$ cat src/rtl/bus_serial_target.sv
// Responder end of the serial bus link: deserializes a command frame into one OCP
// command, then serializes the slave response back. Optional parity: BUS_SERIAL_TARGET_PARITY_EN.
module bus_serial_target #(
  parameter int SERIAL_WIDTH = 4,
  parameter int ADDR_WIDTH   = 32,
  parameter int DATA_WIDTH   = 32
) (
  input  logic                      clk,
  input  logic                      reset,
  input  logic                      ser_cmd_valid,
  input  logic [SERIAL_WIDTH-1:0]   ser_cmd_data,
`ifdef BUS_SERIAL_TARGET_PARITY_EN
  input  logic                      ser_cmd_par,
  output logic                      ser_resp_par,
`endif
  output logic                      ser_cmd_ready,
  output logic                      ser_resp_valid,
  output logic [SERIAL_WIDTH-1:0]   ser_resp_data,
  output logic [2:0]                MCmd,
  output logic [ADDR_WIDTH-1:0]     MAddr,
  output logic [DATA_WIDTH-1:0]     MData,
  output logic [DATA_WIDTH/8-1:0]   MByteEn,
  input  logic                      SCmdAccept,
  input  logic [1:0]                SResp,
  input  logic [DATA_WIDTH-1:0]     SData,
  output logic                      MRespAccept,
  output logic                      frame_drop
);
  localparam int BE_W      = DATA_WIDTH / 8;
  localparam int CMD_W     = 3 + ADDR_WIDTH + DATA_WIDTH + BE_W;
  localparam int RSP_W     = 2 + DATA_WIDTH;
  localparam int NB_CMD    = (CMD_W + SERIAL_WIDTH - 1) / SERIAL_WIDTH;
  localparam int NB_RSP    = (RSP_W + SERIAL_WIDTH - 1) / SERIAL_WIDTH;
  localparam int CMD_BITS  = NB_CMD * SERIAL_WIDTH;
  localparam int RSP_BITS  = NB_RSP * SERIAL_WIDTH;
  localparam int CMD_PAD   = CMD_BITS - CMD_W;
  localparam int RSP_PAD   = RSP_BITS - RSP_W;
  localparam int RXC_W     = $clog2(NB_CMD + 1);
  localparam int TXC_W     = $clog2(NB_RSP + 1);
  localparam logic [2:0] OCP_IDLE = 3'd0;
  localparam logic [2:0] OCP_WR   = 3'd1;
  localparam logic [2:0] OCP_RD   = 3'd2;
  localparam logic [1:0] RSP_NULL = 2'd0;
  localparam logic [1:0] RSP_ERR  = 2'd3;

  typedef enum logic [2:0] {S_IDLE, S_RX, S_CMD, S_RESP, S_TX} state_t;

  state_t                state, state_nxt;
  logic [CMD_BITS-1:0]   cmd_sr;
  logic [CMD_BITS-1:0]   cmd_shift;
  logic [CMD_W-1:0]      frame;
  logic [RSP_BITS-1:0]   rsp_sr;
  logic [RSP_BITS-1:0]   rsp_load_val;
  logic                  rsp_load;
  logic [RXC_W-1:0]      rx_ctr;
  logic [TXC_W-1:0]      tx_ctr;
  logic                  beat_take;
  logic                  rx_last;
  logic                  tx_last;
  logic                  cmd_ok;
  logic [2:0]            shift_mcmd;
  logic                  frame_par_err;
  logic                  frame_drop_nxt;

  // Beats are accepted whenever ser_cmd_valid is high in S_IDLE/S_RX (ready only flags
  // frame starts); the response lane has no back-pressure, valid marks each beat.
  assign beat_take  = ser_cmd_valid && (state == S_IDLE || state == S_RX);
  assign rx_last    = beat_take && (rx_ctr == RXC_W'(NB_CMD - 1));
  assign tx_last    = (tx_ctr == TXC_W'(NB_RSP - 1));
  assign cmd_shift  = CMD_BITS'({cmd_sr, ser_cmd_data});
  assign shift_mcmd = cmd_shift[CMD_BITS-1 -: 3];
  assign cmd_ok     = (shift_mcmd == OCP_WR) || (shift_mcmd == OCP_RD);
  assign frame      = CMD_W'(cmd_sr >> CMD_PAD);

`ifdef BUS_SERIAL_TARGET_PARITY_EN
  logic par_err;
  // Error seen on any beat of the frame so far, including the one arriving now.
  assign frame_par_err = (ser_cmd_par != ^ser_cmd_data) || (state == S_RX && par_err);
  assign ser_resp_par  = ^ser_resp_data;

  always_ff @(posedge clk or posedge reset) begin
    if (reset)          par_err <= 1'b0;
    else if (beat_take) par_err <= rx_last ? 1'b0 : frame_par_err;
  end
`else
  assign frame_par_err = 1'b0;
`endif

  always_comb begin
    state_nxt      = state;
    frame_drop_nxt = 1'b0;
    rsp_load       = 1'b0;
    rsp_load_val   = '0;
    case (state)
      S_IDLE, S_RX: begin
        if (beat_take) begin
          if (!rx_last) begin
            state_nxt = S_RX;
          end else if (frame_par_err) begin
            state_nxt      = S_TX;
            rsp_load       = 1'b1;
            rsp_load_val   = RSP_BITS'({RSP_ERR, {DATA_WIDTH{1'b0}}}) << RSP_PAD;
            frame_drop_nxt = 1'b1;
          end else if (cmd_ok) begin
            state_nxt = S_CMD;
          end else begin
            state_nxt      = S_IDLE;
            frame_drop_nxt = 1'b1;
          end
        end
      end
      S_CMD:  if (SCmdAccept) state_nxt = S_RESP;
      S_RESP: begin
        if (SResp != RSP_NULL) begin
          state_nxt    = S_TX;
          rsp_load     = 1'b1;
          rsp_load_val = RSP_BITS'({SResp, SData}) << RSP_PAD;
        end
      end
      S_TX:   if (tx_last) state_nxt = S_IDLE;
      default: state_nxt = S_IDLE;
    endcase
  end

  always_comb begin
    ser_cmd_ready  = 1'b0;
    ser_resp_valid = 1'b0;
    ser_resp_data  = '0;
    MCmd           = OCP_IDLE;
    MAddr          = '0;
    MData          = '0;
    MByteEn        = '0;
    MRespAccept    = 1'b0;
    case (state)
      S_IDLE: ser_cmd_ready = 1'b1;
      S_CMD: begin
        MCmd    = frame[CMD_W-1 -: 3];
        MAddr   = frame[CMD_W-4 -: ADDR_WIDTH];
        MData   = frame[DATA_WIDTH+BE_W-1 -: DATA_WIDTH];
        MByteEn = frame[BE_W-1:0];
      end
      S_RESP: MRespAccept = 1'b1;
      S_TX: begin
        ser_resp_valid = 1'b1;
        ser_resp_data  = rsp_sr[RSP_BITS-1 -: SERIAL_WIDTH];
      end
      default: ;
    endcase
  end

  always_ff @(posedge clk or posedge reset) begin
    if (reset) begin
      state      <= S_IDLE;
      cmd_sr     <= '0;
      rsp_sr     <= '0;
      rx_ctr     <= '0;
      tx_ctr     <= '0;
      frame_drop <= 1'b0;
    end else begin
      state      <= state_nxt;
      frame_drop <= frame_drop_nxt;
      if (beat_take) begin
        cmd_sr <= cmd_shift;
        rx_ctr <= rx_last ? '0 : rx_ctr + RXC_W'(1);
      end
      if (rsp_load) begin
        rsp_sr <= rsp_load_val;
        tx_ctr <= '0;
      end else if (state == S_TX) begin
        rsp_sr <= rsp_sr << SERIAL_WIDTH;
        tx_ctr <= tx_last ? '0 : tx_ctr + TXC_W'(1);
      end
    end
  end
endmodule

$ cat config.mk
export PLATFORM = sky130hd
export DESIGN_NAME = bus_serial_target
export DESIGN_NICKNAME = d
export VERILOG_FILES = /design/src/rtl/bus_serial_target.sv
export SDC_FILE = /design/constraint.sdc
export NUM_CORES = 1
export LEC_CHECK = 0
export CORE_ASPECT_RATIO = 2
export CORE_MARGIN = 4
export CORE_UTILIZATION = 41
export CTS_BUF_LIST = sky130_fd_sc_hd__clkbuf_8
export DETAILED_ROUTE_END_ITERATION = 16
export GPL_TIMING_DRIVEN = 1
export PLACE_DENSITY = 0.67
export SLEW_MARGIN = 20
export SYNTH_ARGS = -nofsm -noshare
export SYNTH_HDL_FRONTEND = slang
export SYNTH_SLANG_ARGS = --single-unit
$ cat constraint.sdc
create_clock -name clk -period 7.95 [get_ports clk]
set_clock_uncertainty 0.2 [all_clocks]
set_input_delay 2.385 -clock clk [delete_from_list [all_inputs] [get_ports clk]]
set_output_delay 2.385 -clock clk [all_outputs]
set_load 0.005 [all_outputs]
==> results of run 1 <==
-- placed cells by master, fill, tap and decap left out, types with 2 or more instances in the layout --
cell,n
a211o_1,2
a221o_1,6
a31oi_1,3
and2_1,82
buf_4,6
bufinv_16,3
clkbuf_8,19
clkdlybuf4s50_1,120
clkinv_4,6
clkinvlp_4,4
dfrtp_1,119
ha_1,4
inv_1,6
mux2i_1,23
nand2_1,226
nand2b_1,2
nand3_1,29
nand3b_1,2
nor2_1,3
nor3_1,3
nor3b_4,2
o21ai_0,24
o21ai_1,10
o22ai_1,2
or3b_2,2
xnor2_1,2
-- layout make-up --
type | count | area (sq um)
fillers | 1209 | 5930
repair buffers | 126 | 1250
clock inverters | 13 | 173
clock buffers | 19 | 262
flip-flops and latches | 119 | 2980
inverters | 8 | 37.5
multi-input cells | 443 | 2330
well taps | 152 | 190
-- worst max path at each step --
stage	start	end	slack, ns
final	state[2]	MRespAccept	2.81
after CTS	state[2]	MRespAccept	2.75
after detailed placement	state[2]	MRespAccept	3.24
after global placement	state[2]	MRespAccept	3.34
after floorplan	reset	cmd_sr[0]	2.21
after global routing	state[1]	MRespAccept	2.60
-- stage by stage --
| step | cell area [sq um] | utilization | power (mW) | setup WS (ns) |
|---|---|---|---|---|
| finish | 7210 | 0.549 | 1.56 | 2.81 |
| global route | 7210 | 0.549 | 1.65 | 2.60 |
| CTS | 7210 | 0.549 | 1.58 | 2.75 |
| detailed placement | 6780 | 0.516 | 0.991 | 3.24 |
| global placement | 6780 | 0.516 | 0.978 | 3.34 |
| floorplan | 5530 | - | 0.907 | 2.21 |
-- kinds of logic after synthesis --
group                    Yosys count
adder cells (fa/ha/maj)            4
flip-flops                       119
XOR/XNOR                           2
AND/OR/NAND/NOR                  359
multiplexers                      24
buffers and inverters             48
AO/OA/AOI/OAI                     54
-- power breakdown --
| group | switching [mW] | internal [mW] |
|---|---|---|
| Sequential | 0.0821 | 0.707 |
| Combinational | 0.0992 | 0.0869 |
| Clock | 0.255 | 0.330 |
-- registers in the layout, summed over array words and instances (netlist names) --
name,count
rsp_sr,34
tx_ctr,4
rx_ctr,5
frame_drop,1
state,3
cmd_sr,72
-- critical path, stage by stage (launching register included) --
cell and delay (ns):
dfrtp_1 0.49, nand3b_1 0.27, inv_1 0.71, clkdlybuf4s50_1 0.66
-- per-layer routing --
metal	vias to the layer above	wire length [um]	global-route usage
met5	-	0	0
met4	0	129	0.0540
met3	11	655	0.0505
met2	127	7220	0.328
met1	2164	5780	0.223
li1	2171	-	-
==> flow_summary.yaml, run 1 <==
synthesis:
  ys.warnings.count: 0
  yosysTopAreaCell: "dfrtp_1"
  synthAdderAreaFrac: 0.00905
  syn_inst: 610
  synth_edf_count: 0
  ys_ff_latch: 119
  yosysMostFrequentCell: "nand2_1"
  yosys.area_share.simple: 0.302
  synth.area.top_cells: "dfrtp_1, nand2_1, and2_1"
  async_reset_ff_frac: 1.00
  synth_mux_area_frac: 0.0444
  synth_compound_area_frac: 0.0607
  synth-xor-area-share: 0.00317
  avgSynthCellArea_sq_um: 9.06
  ys.flop_type: "dfrtp_1"
  synth_top_area_share: 0.539
  synth_nets: 656
  synth_cell_types: 41
  syn_area_sq_um: 5530
  synth_common_cells: "nand2_1, dfrtp_1, and2_1"
  ys_seq_area_frac: 0.539
  synth_top_family_by_area: "simple AND/OR/NAND/NOR gates"
timing:
  setup_viol: 0
  slew_headroom: 0.389
  worstMarginPinSlew_ns: 0.915
  drv_slew: 0
  rsz0062_at_grt: "no"
  whs_ns: 0.273
  min_period_over_period: 0.647
  fmax_ghz: 0.194
  finalHoldViolCount: 0
  tns_ns: 0
  post-route-min-period_ns: 5.14
setup_path:
  reg2reg_depth: 4
  r2r-end: "rsp_sr[32]"
  critical_path_arrival_ns: 2.56
  crit_type: "register to primary output"
  r2r_slack_ns: 5.46
  crit-reg2reg-launch: "state[2]"
  crit_fanout: 30
  critPathLaunchType: "register"
  required_ns: 5.37
  endpoint_kind: "primary output"
placed_design:
  portBuffers: 120
  numPlacedInstances: 848
  gp_congestion: 0.789
  dp_hpwl_um: 9200
global_routing:
  grt_max_degree: 79
  first_global_vias: 4602
  antenna_found_initial: 0
  gr-total-overflow: 0
  grt_use_total: 0.186
  grt_pass1_wl_um: 23200
cts:
  cts.reportedPaths.clkPinSlew_ns: 0.08
  htree_levels: 4
  cts_made_buffers: 17
  clk_latency_ns: 0.42
  cts_tree: "done"
  cts-resized-gates: 0
  cts_sinks: 119
  clockBufferDepth: 2
  cts_hold_buffers: 0
  cts_root_buf: "clkbuf_8"
  cts_setup_buffers: 0
die:
  start_util: 0.421
  fp.coreArea_sq_um: 13100
  die_area_sq_um: 15500
  die_y_um: 172
  die_w_um: 90.1
  pin_count: 121
  num_rows: 59
drt:
  drc: 0
  num_vias: 4473
  drt_wl_total_um: 13800
  drt-initial-drc-count: 178
  final_antenna_net_count: 0
  post_drt_wl_per_cell_um: 15.7
  firstDrtPassIters: 5
  vias_per_cell: 5.08
finish:
  drive_gt1_frac: 0.0646
  nNetsFinal: 761
  n_antenna_cell: 0
  syn2layout_area_growth_pct: 30.5
  layoutNonFillerInstCount: 880
pwr:
  power_density_nw_per_um2: 216
  p_leak_nw: 3.52
  ir_drop_mv: 0.131
run:
  max_cap_viol_count: 0
worst_hold_path:
  hold_path.class: "register to register"
  whs_path_depth: 2
  worstHoldStart: "cmd_sr[71]"
  hold_end: "cmd_sr[71]"
run_status:
  status: "completed"
Power figures use the tool's default switching activity.
==> run 2: changes to the inputs <==
==> constraint.sdc (replaced) <==
create_clock -name clk -period 5.3 [get_ports clk]
set_clock_uncertainty 0.2 [all_clocks]
set_input_delay 1.59 -clock clk [delete_from_list [all_inputs] [get_ports clk]]
set_output_delay 1.59 -clock clk [all_outputs]
set_load 0.005 [all_outputs]
==> flow_summary.yaml, run 2 (same netlist as run 1, synthesis figures left out) <==
run_status:
  status: "completed"
timing:
  slew_headroom: 0.301
  drv_slew: 0
  layout_setup_ws_ns: 0.943
  worstMarginPinSlew_ns: 1.04
  fmax_ghz: 0.230
  finalHoldViolCount: 0
  post-route-min-period_ns: 4.36
  setup_viol: 0
  min_period_over_period: 0.822
  tns_ns: 0
  rsz0062_at_grt: "no"
drt:
  post_drt_wl_per_cell_um: 16.0
  num_vias: 4470
  vias_per_cell: 5.07
  final_antenna_net_count: 0
  drt-initial-drc-count: 225
  drt_wl_total_um: 14100
  firstDrtPassIters: 4
  drc: 0
global_routing:
  first_global_vias: 4679
  grt_max_degree: 79
  gr-total-overflow: 0
  grt_pass1_wl_um: 23400
  antenna_found_initial: 0
  grt_use_total: 0.188
die:
  fp.coreArea_sq_um: 13100
  die_y_um: 172
  pin_count: 121
  die_area_sq_um: 15500
  die_w_um: 90.1
  start_util: 0.421
  num_rows: 59
cts:
  cts_setup_buffers: 0
  cts-resized-gates: 0
  cts_sinks: 119
  htree_levels: 4
  cts_made_buffers: 17
  cts.reportedPaths.clkPinSlew_ns: 0.07
  cts_hold_buffers: 0
  cts_root_buf: "clkbuf_8"
  clk_latency_ns: 0.42
  cts_tree: "done"
  clockBufferDepth: 2
setup_path:
  critical_path_arrival_ns: 2.57
  required_ns: 3.51
  r2r_slack_ns: 2.87
  endpoint_kind: "primary output"
  crit_fanout: 25
  crit_type: "register to primary output"
  critPathLaunchType: "register"
finish:
  syn2layout_area_growth_pct: 30.4
  layoutNonFillerInstCount: 881
  drive_gt1_frac: 0.0658
  n_fill_cell: 1209
  nNetsFinal: 762
  regMostFlops: "cmd_sr"
  reg.largest.list: "cmd_sr: 72 flops, rsp_sr: 34 flops, rx_ctr: 5 flops"
  final_core_util: 0.549
  final_common_cell: "nand2_1"
  n_antenna_cell: 0
  multi_input_area_sq_um: 2330
  regArea_sq_um: 2980
  largest_reg_flops: 72
  final_cell_mix: "nand2_1, clkdlybuf4s50_1, dfrtp_1"
pwr:
  p_leak_nw: 3.51
  power_density_nw_per_um2: 317
  ir_drop_mv: 0.158
placed_design:
  post-place-ws_ns: 1.37
  gp_congestion: 0.791
  numPlacedInstances: 849
  dp_hpwl_um: 9530
  portBuffers: 120
worst_hold_path:
  hold_path.class: "register to register"
run:
  max_cap_viol_count: 0
## run 2: cell type report
class / instances / area share
Clock buffer: 19 / 0.0363
Clock inverter: 13 / 0.0206
Sequential cell: 119 / 0.413
Timing Repair Buffer: 127 / 0.176
Multi-Input combinational cell: 443 / 0.323
Inverter: 8 / 0.00521
Tap cell: 152 / 0.0264
## run 2: metal layers
metal | GRT usage | vias up | part of all wire | routed length [um]
met5 | 0 | - | 0 | 0
met3 | 0.0496 | 15 | 0.046 | 646
li1 | - | 2169 | - | -
met1 | 0.212 | 2160 | 0.40 | 5680
met4 | 0.0761 | 0 | 0.016 | 226
met2 | 0.337 | 126 | 0.53 | 7520
## run 2: path summary, 6_finish.rpt
path / from / to / cells past startpoint
min reg2reg: cmd_sr[69] / cmd_sr[69] / 2
min in group asynchronous: reset / rsp_sr[34] / 2
min: cmd_sr[69] / cmd_sr[69] / 2
max reg2reg: state[1] / rsp_sr[11] / 5
max: state[2] / ser_resp_data[2] / 5
max in group asynchronous: reset / cmd_sr[67] / 3
## run 2: power by group
group	internal, mW	switching [mW]
sequential	1.06	0.124
combinational	0.131	0.148
clock	0.446	0.378
total	1.64	0.651
## run 2: critical path, stage by stage, from the launching register on
cell	delay, ns
dfrtp_1	0.54
or3b_1	0.38
buf_4	0.27
clkinv_4	0.24
and2_1	0.16
clkdlybuf4s50_1	0.52
## run 2: per-stage QoR
step | power (mW) | cell area [sq um] | hold WS, ns
2_1_floorplan | 1.36 | 5530 | 0.237
3_3_place_gp | 1.46 | 6800 | 0.250
3_5_place_dp | 1.49 | 6800 | 0.256
4_1_cts | 2.32 | 7210 | 0.283
5_1_grt | 2.42 | 7210 | 0.300
6_report | 2.29 | 7210 | 0.278
==> run 3: changes to the inputs <==
--- a/config.mk
+++ b/config.mk
@@ -11,7 +11,7 @@
 export CTS_BUF_LIST = sky130_fd_sc_hd__clkbuf_8
 export DETAILED_ROUTE_END_ITERATION = 16
 export GPL_TIMING_DRIVEN = 1
-export PLACE_DENSITY = 0.67
+export PLACE_DENSITY = 0.69
 export SLEW_MARGIN = 20
 export SYNTH_ARGS = -nofsm -noshare
 export SYNTH_HDL_FRONTEND = slang
==> constraint.sdc (replaced) <==
create_clock -name clk -period 3.7 [get_ports clk]
set_clock_uncertainty 0.2 [all_clocks]
set_input_delay 1.11 -clock clk [delete_from_list [all_inputs] [get_ports clk]]
set_output_delay 1.11 -clock clk [all_outputs]
set_load 0.005 [all_outputs]
==> flow_summary.yaml, run 3 (same netlist as run 1, synthesis figures left out) <==
run_status:
  status: "completed"
finish:
  reg.largest.list: "cmd_sr: 72 flops, rsp_sr: 34 flops, rx_ctr: 5 flops"
  regArea_sq_um: 2980
  n_antenna_cell: 0
  layoutNonFillerInstCount: 884
  final_cell_mix: "nand2_1, clkdlybuf4s50_1, dfrtp_1"
  drive_gt1_frac: 0.0697
  multi_input_area_sq_um: 2330
  nNetsFinal: 765
  largest_reg_flops: 72
  n_fill_cell: 1242
  syn2layout_area_growth_pct: 32.2
  regMostFlops: "cmd_sr"
  final_common_cell: "nand2_1"
timing:
  finalHoldViolCount: 0
  post-route-min-period_ns: 3.56
  setup_viol: 0
  worstMarginPinSlew_ns: 0.774
  slew_headroom: 0.484
  rsz0062_at_grt: "no"
  drv_slew: 0
  min_period_over_period: 0.961
  tns_ns: 0
  fmax_ghz: 0.281
  layout_setup_ws_ns: 0.144
placed_design:
  numPlacedInstances: 852
  dp_hpwl_um: 9560
  portBuffers: 120
  gp_congestion: 0.799
  post-place-ws_ns: 0.562
pwr:
  power_mw: 3.42
  ir_drop_mv: 0.276
  power_density_nw_per_um2: 467
  p_leak_nw: 3.56
global_routing:
  grt_use_total: 0.185
  grt_pass1_wl_um: 23100
  antenna_found_initial: 0
  gr-total-overflow: 0
  grt_max_degree: 77
  first_global_vias: 4707
setup_path:
  cp_slowest_stage_delay_ns: 0.52
  path_buf_inv: 2
  required_ns: 2.39
  critPathLaunchType: "register"
  crit-reg2reg-launch: "state[1]"
  critical_path_arrival_ns: 2.25
  crit_chain: "or3b_1 -> clkinv_4 -> and2_1 -> clkdlybuf4s50_1"
  crit_fanout: 24
  endpoint_kind: "primary output"
  crit_type: "register to primary output"
  cp_top_family: "buffers and inverters"
  crit_slowest_cell: "dfrtp_1"
  r2r_slack_ns: 1.59
  crit_start: "state[2]"
cts:
  cts_hold_buffers: 0
  cts-resized-gates: 0
  clk_latency_ns: 0.42
  cts.reportedPaths.clkPinSlew_ns: 0.07
  cts_sinks: 119
  htree_levels: 4
  cts_setup_buffers: 0
  cts_made_buffers: 17
  cts_tree: "done"
  cts_root_buf: "clkbuf_8"
  clockBufferDepth: 2
die:
  die_area_sq_um: 15500
  fp.coreArea_sq_um: 13100
  pin_count: 121
  start_util: 0.421
  die_y_um: 172
  die_w_um: 90.1
  num_rows: 59
worst_hold_path:
  hold_path.class: "register to register"
  worstHoldStart: "cmd_sr[69]"
drt:
  num_vias: 4485
  post_drt_wl_per_cell_um: 15.8
  vias_per_cell: 5.07
  drc: 0
  drt_wl_total_um: 13900
  final_antenna_net_count: 0
  drt-initial-drc-count: 180
  firstDrtPassIters: 4
run:
  max_cap_viol_count: 0
run 3: layout make-up:
| cell class | instances | area share |
|---|---|---|
| Tap cell | 152 | 0.0260 |
| Multi-Input combinational cell | 443 | 0.319 |
| Sequential cell | 119 | 0.408 |
| Inverter | 8 | 0.00531 |
| Clock inverter | 14 | 0.0271 |
| Clock buffer | 18 | 0.0339 |
| Timing Repair Buffer | 130 | 0.182 |
run 3: routing by layer:
metal  global-route usage  vias to the layer above  part of all wire
met1                0.215                     2173              0.42
met3               0.0496                       11             0.039
met2                0.331                      124              0.53
met4               0.0580                        0             0.012
li1                     -                     2177                 -
met5                    0                        -                 0
run 3: power by group:
part / switching, mW / internal (mW) / total, mW
combinational: 0.216 / 0.195 / 0.411
sequential: 0.186 / 1.52 / 1.71
clock: 0.541 / 0.758 / 1.30
run 3: stage by stage:
stage | utilization | hold slack [ns] | area (sq um)
4_1_cts | 0.556 | 0.272 | 7310
3_3_place_gp | 0.522 | 0.246 | 6860
6_report | 0.556 | 0.266 | 7310
2_1_floorplan | - | 0.237 | 5530
3_5_place_dp | 0.522 | 0.255 | 6860
5_1_grt | 0.556 | 0.310 | 7310
run 3: path summary, 6_finish.rpt:
check	end	depth (start not counted)
worst max register to register	rx_ctr[4]	4
worst min register to register	cmd_sr[69]	2
worst max-delay path	ser_resp_data[3]	4
worst min-delay path	cmd_sr[69]	2
min in group asynchronous	rx_ctr[3]	2
max in group asynchronous	cmd_sr[45]	3
run 3: tightest hold or removal path, stage by stage, from the launching register on:
cell	delay, ns
dfrtp_1	0.33
nand2_1	0.05
nand2_1	0.05
